==> src/rtl/id_exe_stage_reg.sv <==
// ID/EXE pipeline register: resolves forwarded operands, detects load-use and applies flush/stall/bubble.
// Optional build macro WB_BYPASS_EN adds a WB-stage bypass for a register file without write-before-read.
module id_exe_stage_reg #(
   parameter int XLEN      = 32,
   parameter int CTRL_W    = 16,
   parameter int REGADDR_W = 5
) (
   input  logic                 clk,
   input  logic                 rst,
   input  logic                 ID_valid,
   input  logic [XLEN-1:0]      ID_pc,
   input  logic [XLEN-1:0]      ID_imm,
   input  logic [CTRL_W-1:0]    ID_ctrl,
   input  logic [REGADDR_W-1:0] ID_rs1_addr,
   input  logic [REGADDR_W-1:0] ID_rs2_addr,
   input  logic [REGADDR_W-1:0] ID_rd_addr,
   input  logic [XLEN-1:0]      ID_rs1_data,
   input  logic [XLEN-1:0]      ID_rs2_data,
   input  logic [1:0]           Forwarding_rs1_src,
   input  logic [1:0]           Forwarding_rs2_src,
   input  logic [XLEN-1:0]      EXE_result,
   input  logic                 EXE_MemRead,
   input  logic [REGADDR_W-1:0] EXE_rd_addr,
   input  logic [XLEN-1:0]      MEM_result,
`ifdef WB_BYPASS_EN
   input  logic                 WB_RegWrite,
   input  logic [REGADDR_W-1:0] WB_rd_addr,
   input  logic [XLEN-1:0]      WB_result,
`endif
   input  logic                 mem_stall,
   input  logic                 flush,
   output logic                 hazard_stall,
   output logic                 EXE_valid,
   output logic [XLEN-1:0]      EXE_pc,
   output logic [XLEN-1:0]      EXE_imm,
   output logic [CTRL_W-1:0]    EXE_ctrl,
   output logic [XLEN-1:0]      EXE_rs1_val,
   output logic [XLEN-1:0]      EXE_rs2_val,
   output logic [REGADDR_W-1:0] EXE_rs1_addr,
   output logic [REGADDR_W-1:0] EXE_rs2_addr,
   output logic [REGADDR_W-1:0] EXE_rd
);

   logic [XLEN-1:0]      rs1_rf, rs2_rf, rs1_fwd, rs2_fwd;
   logic                 load_use;

   logic                 valid_q, valid_d;
   logic [XLEN-1:0]      pc_q, pc_d, imm_q, imm_d;
   logic [CTRL_W-1:0]    ctrl_q, ctrl_d;
   logic [XLEN-1:0]      rs1_val_q, rs1_val_d, rs2_val_q, rs2_val_d;
   logic [REGADDR_W-1:0] rs1_addr_q, rs1_addr_d, rs2_addr_q, rs2_addr_d, rd_q, rd_d;

`ifdef WB_BYPASS_EN
   // x0 is excluded later by the operand guard, so the rs!=0 term is implicit here.
   assign rs1_rf = (WB_RegWrite && (WB_rd_addr == ID_rs1_addr)) ? WB_result : ID_rs1_data;
   assign rs2_rf = (WB_RegWrite && (WB_rd_addr == ID_rs2_addr)) ? WB_result : ID_rs2_data;
`else
   assign rs1_rf = ID_rs1_data;
   assign rs2_rf = ID_rs2_data;
`endif

   function automatic logic [XLEN-1:0] resolve(input logic [REGADDR_W-1:0] addr,
                                               input logic [1:0]           src,
                                               input logic [XLEN-1:0]      rf);
      logic [XLEN-1:0] val;
      if (addr == '0) begin
         val = '0;
      end else begin
         case (src)
            2'b01:   val = EXE_result;
            2'b10:   val = MEM_result;
            default: val = rf;
         endcase
      end
      return val;
   endfunction

   assign rs1_fwd = resolve(ID_rs1_addr, Forwarding_rs1_src, rs1_rf);
   assign rs2_fwd = resolve(ID_rs2_addr, Forwarding_rs2_src, rs2_rf);

   // Both rs fields are compared regardless of format; a spurious match only costs a bubble.
   assign load_use = ID_valid && EXE_MemRead && (EXE_rd_addr != '0) &&
                     ((EXE_rd_addr == ID_rs1_addr) || (EXE_rd_addr == ID_rs2_addr));

   assign hazard_stall = rst && load_use && !flush && !mem_stall;

   always_comb begin
      valid_d    = valid_q;
      pc_d       = pc_q;
      imm_d      = imm_q;
      ctrl_d     = ctrl_q;
      rs1_val_d  = rs1_val_q;
      rs2_val_d  = rs2_val_q;
      rs1_addr_d = rs1_addr_q;
      rs2_addr_d = rs2_addr_q;
      rd_d       = rd_q;
      if (!mem_stall) begin
         if (flush || load_use) begin
            valid_d    = 1'b0;
            pc_d       = '0;
            imm_d      = '0;
            ctrl_d     = '0;
            rs1_val_d  = '0;
            rs2_val_d  = '0;
            rs1_addr_d = '0;
            rs2_addr_d = '0;
            rd_d       = '0;
         end else begin
            valid_d    = ID_valid;
            pc_d       = ID_pc;
            imm_d      = ID_imm;
            ctrl_d     = ID_valid ? ID_ctrl : '0;
            rs1_val_d  = rs1_fwd;
            rs2_val_d  = rs2_fwd;
            rs1_addr_d = ID_rs1_addr;
            rs2_addr_d = ID_rs2_addr;
            rd_d       = ID_rd_addr;
         end
      end
   end

   always_ff @(posedge clk or negedge rst) begin
      if (!rst) begin
         valid_q    <= 1'b0;
         pc_q       <= '0;
         imm_q      <= '0;
         ctrl_q     <= '0;
         rs1_val_q  <= '0;
         rs2_val_q  <= '0;
         rs1_addr_q <= '0;
         rs2_addr_q <= '0;
         rd_q       <= '0;
      end else begin
         valid_q    <= valid_d;
         pc_q       <= pc_d;
         imm_q      <= imm_d;
         ctrl_q     <= ctrl_d;
         rs1_val_q  <= rs1_val_d;
         rs2_val_q  <= rs2_val_d;
         rs1_addr_q <= rs1_addr_d;
         rs2_addr_q <= rs2_addr_d;
         rd_q       <= rd_d;
      end
   end

   assign EXE_valid    = valid_q;
   assign EXE_pc       = pc_q;
   assign EXE_imm      = imm_q;
   assign EXE_ctrl     = ctrl_q;
   assign EXE_rs1_val  = rs1_val_q;
   assign EXE_rs2_val  = rs2_val_q;
   assign EXE_rs1_addr = rs1_addr_q;
   assign EXE_rs2_addr = rs2_addr_q;
   assign EXE_rd       = rd_q;

endmodule

==> config.mk <==
export PLATFORM = sky130hd
export DESIGN_NAME = id_exe_stage_reg
export DESIGN_NICKNAME = d
export VERILOG_FILES = /design/src/rtl/id_exe_stage_reg.sv
export SDC_FILE = /design/constraint.sdc
export NUM_CORES = 1
export LEC_CHECK = 0
export BUFFER_PORTS_ARGS = -buffer_cell sky130_fd_sc_hd__clkbuf_2
export CAP_MARGIN = 20
export CORE_AREA = 2 2 155 157
export DETAILED_ROUTE_END_ITERATION = 7
export DIE_AREA = 0 0 157 159
export PLACE_DENSITY = 0.66
export SYNTH_ARGS = -nofsm -noshare
export SYNTH_HDL_FRONTEND = slang
export SYNTH_SLANG_ARGS = --single-unit
==> constraint.sdc <==
create_clock -name clk -period 6.7 [get_ports clk]
set_clock_uncertainty 0.15 [all_clocks]
set_input_delay 1.675 -clock clk [delete_from_list [all_inputs] [get_ports clk]]
set_output_delay 1.675 -clock clk [all_outputs]
set_load 0.01 [all_outputs]
# Yosys cells after proc, flatten, opt, wreduce, memory -nomap -nowiden
# Index checks and enable logic that the tools add are counted.
[totals] register_bits=160 in_bits=238
[op_classes] reduce_logical=13 muxes=14 n_eq_ne=6
[op_table] op="32-bit two-way mux" n=6
[op_table] op="32-bit case mux with 2 select lines" n=2
[op_table] op="16-bit two-way mux" n=2
[op_table] op="5-bit two-way mux" n=3
[op_table] op="5-bit == test" n=2
[op_table] op="5-bit zero test" n=2
[op_table] op="1-bit logical AND" n=6
[op_table] op="5-bit nonzero test" n=1
[op_table] op="2-bit by 1-bit == test with 1-bit output (second input constant)" n=2
[op_table] op="2-bit == test (second input constant)" n=2
[op_table] op="1-bit zero test" n=2
[op_table] op="1-bit logical OR" n=2
[op_table] op="1-bit two-way mux" n=1

# Longest topological paths before layout
# Gate-level depths: netlist of run 1.
[depth] ltp_word=6 depth_mapped=8 mapped_depth_nobuf=6

# Worst setup path after synthesis of run 1
# OpenSTA, ideal clock, no wires.
[synth_timing] kind="in2out" startpoint="in mem_stall" endpoint="out hazard_stall" setup_slack_ps=1869 required_ps=4875 n_path_buf=3 path_stages=6 arrival_time_ps=3006 cell_sequence="clkbuf_1 nor2_1 clkbuf_1 buf_2 nand2_1 nor3b_1"
[synth_between] elab_chain_cells=2
[synth_lines] item="start, declared" line="30" source="input logic mem_stall,"
[synth_lines] item="1-bit zero test"
[synth_lines] item="1-bit logical AND" line="85" source="assign hazard_stall = rst && load_use && !flush && !mem_stall;"
[synth_lines] item="end, declared" line="32" source="output logic hazard_stall,"
# No other way between the ends.

# Worst setup path in the final report of run 1
# Same ends and word-level chain as after synthesis.

==> flow_summary.toml, run 1 <==
[synthesis]
synthDistinctLibCells = 21
ys.warnings.count = 0
syn_area_per_cell_sq_um = 8.72
syn_area_sq_mm = 0.00866
netlist_instances = 993
synth_nets = 1235
synth_most_common_cell = "nand2_1"
synthFlopType = "dfrtp_1"
synth_top_area_cell = "dfrtp_1"
synth.area.top_cells = "dfrtp_1, a32oi_1, nand2_1"
synth_seq_cells = 160
async_flop_share_pct = 100
synth_top_area_share_pct = 46.2
synth-edff-count = 0
seq_area_frac_synth_pct = 46.2
netlist_top_cells_count = "nand2_1, dfrtp_1, a32oi_1"

[floorplanning]
io_pins = 399
die_w_um = 157
start_util_pct = 37.3
die-area_sq_mm = 0.0250
num_rows = 56
fp.dieH_um = 159
coreArea_sq_mm = 0.0232

[clock_network]
cts_resized = 0
cts_buffers = 17
cts_buffer_depth = 2
ctsRootBufferMaster = "clkbuf_16"
htree_levels = 4
cts_tree = "yes"
clk_pin_slew_ns = 0.07
cts_sinks = 160
postCtsSetupBuffers = 0
clock_latency_ns = 0.43
cts_hold_buf = 0

[detailed_routing]
first_iter_violations = 902
drc_errors = 0
drtPass1Iterations = 6
antenna_left = 0
wl_per_cell_um = 19.4
vias = 9326
wirelength_um = 31900
drt-vias-per-instance = 5.67

[setup_path]
arrival_ns = 2.90
end_kind = "output port"
required_ns = 4.88
crit_path_max_fanout = 67
start_kind = "primary input"
critPathKind = "primary input to output port"

[global_routing]
antenna_found_initial = 2
use_met3_pct = 6.86
grt_overflow = 0
grt.busiest_layer = "met2"
grt_util_all_layers_pct = 24.9
grtUsageMet1_pct = 32.2
grt_pass1_vias = 8737
grt_pass1_wl_um = 49500
grtUsageMet2_pct = 40.3
grt_max_degree = 96

[placement]
hpwlAfterDp_um = 21500
gp_congestion = 0.870
io_buffers = 398
pre_cts_ws_ns = 1.93

[power_and_ir_drop]
leakagePower_nw = 5.15
p_seq_share_pct = 41.5
power.density_mw_per_mm2 = 247
combPwrFrac_pct = 23.4
swShare_pct = 34.2
p_int_mw = 1.84
peakVddDrop_mv = 0.182
switching_power_mw = 0.954
power_frac_clock_pct = 35.0

[timing]
setup_slack_ns = 1.98
setup-violations-final = 0
slew_headroom_pct = 24.9
rsz0062_at_grt = "no"
hold_viol_final = 0
fin_tns_setup_ns = 0
fin_crit_sh_pct = 70.4
worst_pin_slew_ns = 1.13
min_period_ns = 4.72
fmax_ghz = 0.212
holdWs_ns = 0.344
drv_slew = 0

[finish]
areaGrowthSynthToFinish_pct = 30.5
drive_above_1_share_pct = 34.1
layout.nets = 1553

[run]
drv_cap = 0

[run_status]
status = "completed"

[hold_path]
hp-class = "flip-flop to flip-flop"
==> final timing paths <==
path                                             start                     endpoint  slack [ns]  depth (start not counted)
max                                          mem_stall                 hazard_stall        1.98                          5
min                         EXE_rs1_val[4]$_DFFE_PN0N_   EXE_rs1_val[4]$_DFFE_PN0N_        0.34                          2
max reg2reg                EXE_rs1_addr[0]$_DFFE_PN0N_  EXE_rs1_addr[0]$_DFFE_PN0N_        5.73                          2
min reg2reg                 EXE_rs1_val[4]$_DFFE_PN0N_   EXE_rs1_val[4]$_DFFE_PN0N_        0.34                          2
max in group asynchronous                          rst  EXE_rs2_val[29]$_DFFE_PN0N_        4.22                          2
min in group asynchronous                          rst       EXE_pc[16]$_DFFE_PN0N_        0.99                          1
==> metrics by stage <==
step	util (%)	total power, mW	cells	instance area, sq um
after floorplan	-	1.50	993	8660
after global placement	46.2	1.82	1611	10700
after detailed placement	46.2	1.83	1611	10700
after CTS	48.7	2.82	1643	11300
after global routing	48.7	2.94	1645	11300
final	48.7	2.79	1645	11300
==> power groups by stage <==
stage	clock network, mW	logic (mW)	registers [mW]
floorplan	0	0.277	1.22
global placement	0	0.647	1.17
detailed placement	0	0.658	1.17
CTS	1.00	0.658	1.16
global route	1.04	0.724	1.17
finish	0.978	0.653	1.16
==> cells by family after synthesis <==
group | synth area share (%)
compound gates | 34.0
xor+xnor | 1.01
fa+ha+maj | 0.578
buf+inv | 5.77
flops | 46.2
simple gates | 12.4
==> cells in the final DEF, fill, tap and decap left out <==
master	n
o21ai_1	92
o21a_2	2
clkbuf_2	396
a22oi_1	64
diode_2	2
nand3_1	18
ha_2	2
dfrtp_1	160
xnor2_1	10
nor3b_1	1
o22ai_4	1
buf_6	1
inv_6	6
ha_1	2
or4_1	3
clkinv_2	1
clkinv_8	3
o21ai_0	116
nand2_1	227
o211ai_4	1
nor2_4	1
nand2b_1	16
inv_8	4
inv_1	4
clkinvlp_4	1
o211ai_1	16
buf_4	15
clkbuf_16	17
a32oi_1	144
==> registers in the layout (all words and copies together) (netlist names) <==
signal        count
EXE_rd            5
EXE_rs1_val      32
EXE_rs2_val      32
EXE_ctrl         16
EXE_rs1_addr      5
EXE_valid         1
EXE_pc           32
EXE_rs2_addr      5
EXE_imm          32
==> per-layer routing <==
layer | vias up | part of all wire [%]
li1 | 4376 | -
met1 | 4406 | 41
met2 | 498 | 48
met3 | 46 | 9.2
met4 | 0 | 2.2
met5 | - | 0
==> area by class of cell <==
cell class	instances	area, sq um
fillers	2286	11900
multi-input cells	716	4190
flip-flops and latches	160	4000
repair buffers	412	2110
clock buffers	17	425
well taps	319	399
clock inverters	15	159
inverters	4	15.0
diodes	2	5.00
==> critical path, stage by stage <==
cell and delay (ns):
buf_4 0.31, nor2_4 0.20, nand2_1 0.07, nor3b_1 0.37, clkbuf_2 0.21
Note: power is estimated with default switching activity, not from simulation.
==> run 2: changes to the inputs <==
clock period = 4.8 ns   (was 6.7 ns; I/O delays follow)
==> run 2 against run 1 <==
Against the previous run: sequential cell count unchanged; cell count increased by 0.12%; clock power increased by 45%; largest power group unchanged; highest routed layer unchanged.
==> flow_summary.toml, run 2 (synthesis results as in run 1) <==
[detailed_routing]
drtPass1Iterations = 6
antenna_left = 0
drt-vias-per-instance = 5.68
wirelength_um = 31700
wl_per_cell_um = 19.3
first_iter_violations = 924
drc_errors = 0
vias = 9358

[setup_path]
critPathKind = "primary input to output port"
end_kind = "output port"
start_kind = "primary input"
path_cells = "clkbuf_2, or4_1, o211ai_4, nor3b_1, clkbuf_2"
crit_buf_inv = 2
required_ns = 3.45
cp_top_family = "simple AND/OR/NAND/NOR gates"
crit_path_max_fanout = 3
slowest_stage = "or4_1"
cpPeakStageDelay_ns = 0.58
r2r_cells = 2
cp_common_cell = "clkbuf_2"
arrival_ns = 2.38
crit_cells = 5

[timing]
slew_headroom_pct = 28.8
drv_slew = 0
setup-violations-final = 0
rsz0062_at_grt = "no"
setup_slack_ns = 1.07
fin_crit_sh_pct = 77.6
min_period_ns = 3.73
fmax_ghz = 0.268
hold_viol_final = 0
worst_pin_slew_ns = 1.07
fin_tns_setup_ns = 0
holdWs_ns = 0.343

[finish]
utilization_pct = 49.0
layout_commonest_cell = "clkbuf_2"
drive_above_1_share_pct = 34.2
layout_common_cells = "clkbuf_2, nand2_1, dfrtp_1"
layout.nets = 1557
areaGrowthSynthToFinish_pct = 31.3

[clock_network]
cts_buffers = 17
clk_pin_slew_ns = 0.06
cts_sinks = 160
cts_hold_buf = 0
cts_tree = "yes"
htree_levels = 4
postCtsSetupBuffers = 0
clock_latency_ns = 0.42
ctsRootBufferMaster = "clkbuf_16"
cts_resized = 0
cts_buffer_depth = 2

[global_routing]
grt_util_all_layers_pct = 24.5
antenna_found_initial = 1
grt_pass1_wl_um = 48600
grt_overflow = 0
grt_pass1_vias = 8763
grt_max_degree = 161

[power_and_ir_drop]
leakagePower_nw = 5.19
power.density_mw_per_mm2 = 348
peakVddDrop_mv = 0.228

[placement]
io_buffers = 398
pre_cts_ws_ns = 0.875
gp_congestion = 0.882
hpwlAfterDp_um = 21600

[floorplanning]
coreArea_sq_mm = 0.0232
num_rows = 56
start_util_pct = 37.3
die_w_um = 157
fp.dieH_um = 159
io_pins = 399
die-area_sq_mm = 0.0250

[hold_path]
hold_depth = 2
hp-class = "flip-flop to flip-flop"

[run]
drv_cap = 0

[run_status]
status = "completed"
==> run 2: stage by stage <==
step | cells | cell area (sq um) | total power [mW]
2_1_floorplan | 993 | 8660 | 2.10
3_5_place_dp | 1615 | 10800 | 2.57
3_3_place_gp | 1615 | 10800 | 2.55
6_report | 1647 | 11400 | 3.96
4_1_cts | 1646 | 11400 | 3.99
5_1_grt | 1647 | 11400 | 4.17
==> run 2: worst register-to-register path, cell delays in order (launching register included) <==
cell and delay [ns]:
dfrtp_1 0.40, a32oi_1 0.18, o21ai_0 0.13
==> run 2: path summary, 6_finish.rpt <==
| kind | from | end | slack (ns) |
|---|---|---|---|
| max in group asynchronous | rst | EXE_rs2_val[25]$_DFFE_PN0N_ | 2.51 |
| worst max-delay path | EXE_rd_addr[3] | hazard_stall | 1.07 |
| worst min register to register | EXE_rs1_val[1]$_DFFE_PN0N_ | EXE_rs1_val[1]$_DFFE_PN0N_ | 0.34 |
| min in group asynchronous | rst | EXE_rd[0]$_DFFE_PN0N_ | 0.74 |
| worst max register to register | EXE_rs2_addr[2]$_DFFE_PN0N_ | EXE_rs2_addr[2]$_DFFE_PN0N_ | 3.79 |
| worst min-delay path | EXE_rs1_val[1]$_DFFE_PN0N_ | EXE_rs1_val[1]$_DFFE_PN0N_ | 0.34 |
==> run 2: layout make-up <==
| class | count | area [sq um] |
|---|---|---|
| fill | 2271 | 11800 |
| clock buffer | 18 | 439 |
| inverter | 4 | 15.0 |
| sequential | 160 | 4000 |
| clock inverter | 13 | 165 |
| timing repair buffer | 416 | 2160 |
| multi-input combinational | 716 | 4190 |
| antenna | 1 | 2.50 |
| tap | 319 | 399 |
==> run 2: layer usage <==
layer | track usage [%] | share of wire, % | up-vias
met4 | 7.13 | 2.0 | 0
li1 | - | - | 4379
met2 | 39.6 | 47 | 529
met1 | 31.9 | 41 | 4411
met3 | 6.94 | 9.4 | 39
met5 | 0 | 0 | -
==> run 2: where the power goes <==
part | switching, mW | internal (mW) | total (mW) | leakage, nW
Sequential | 0.105 | 1.52 | 1.62 | 2.04
Clock | 0.614 | 0.801 | 1.42 | 0.296
Combinational | 0.567 | 0.354 | 0.920 | 2.85
Total | 1.29 | 2.67 | 3.96 | 5.19
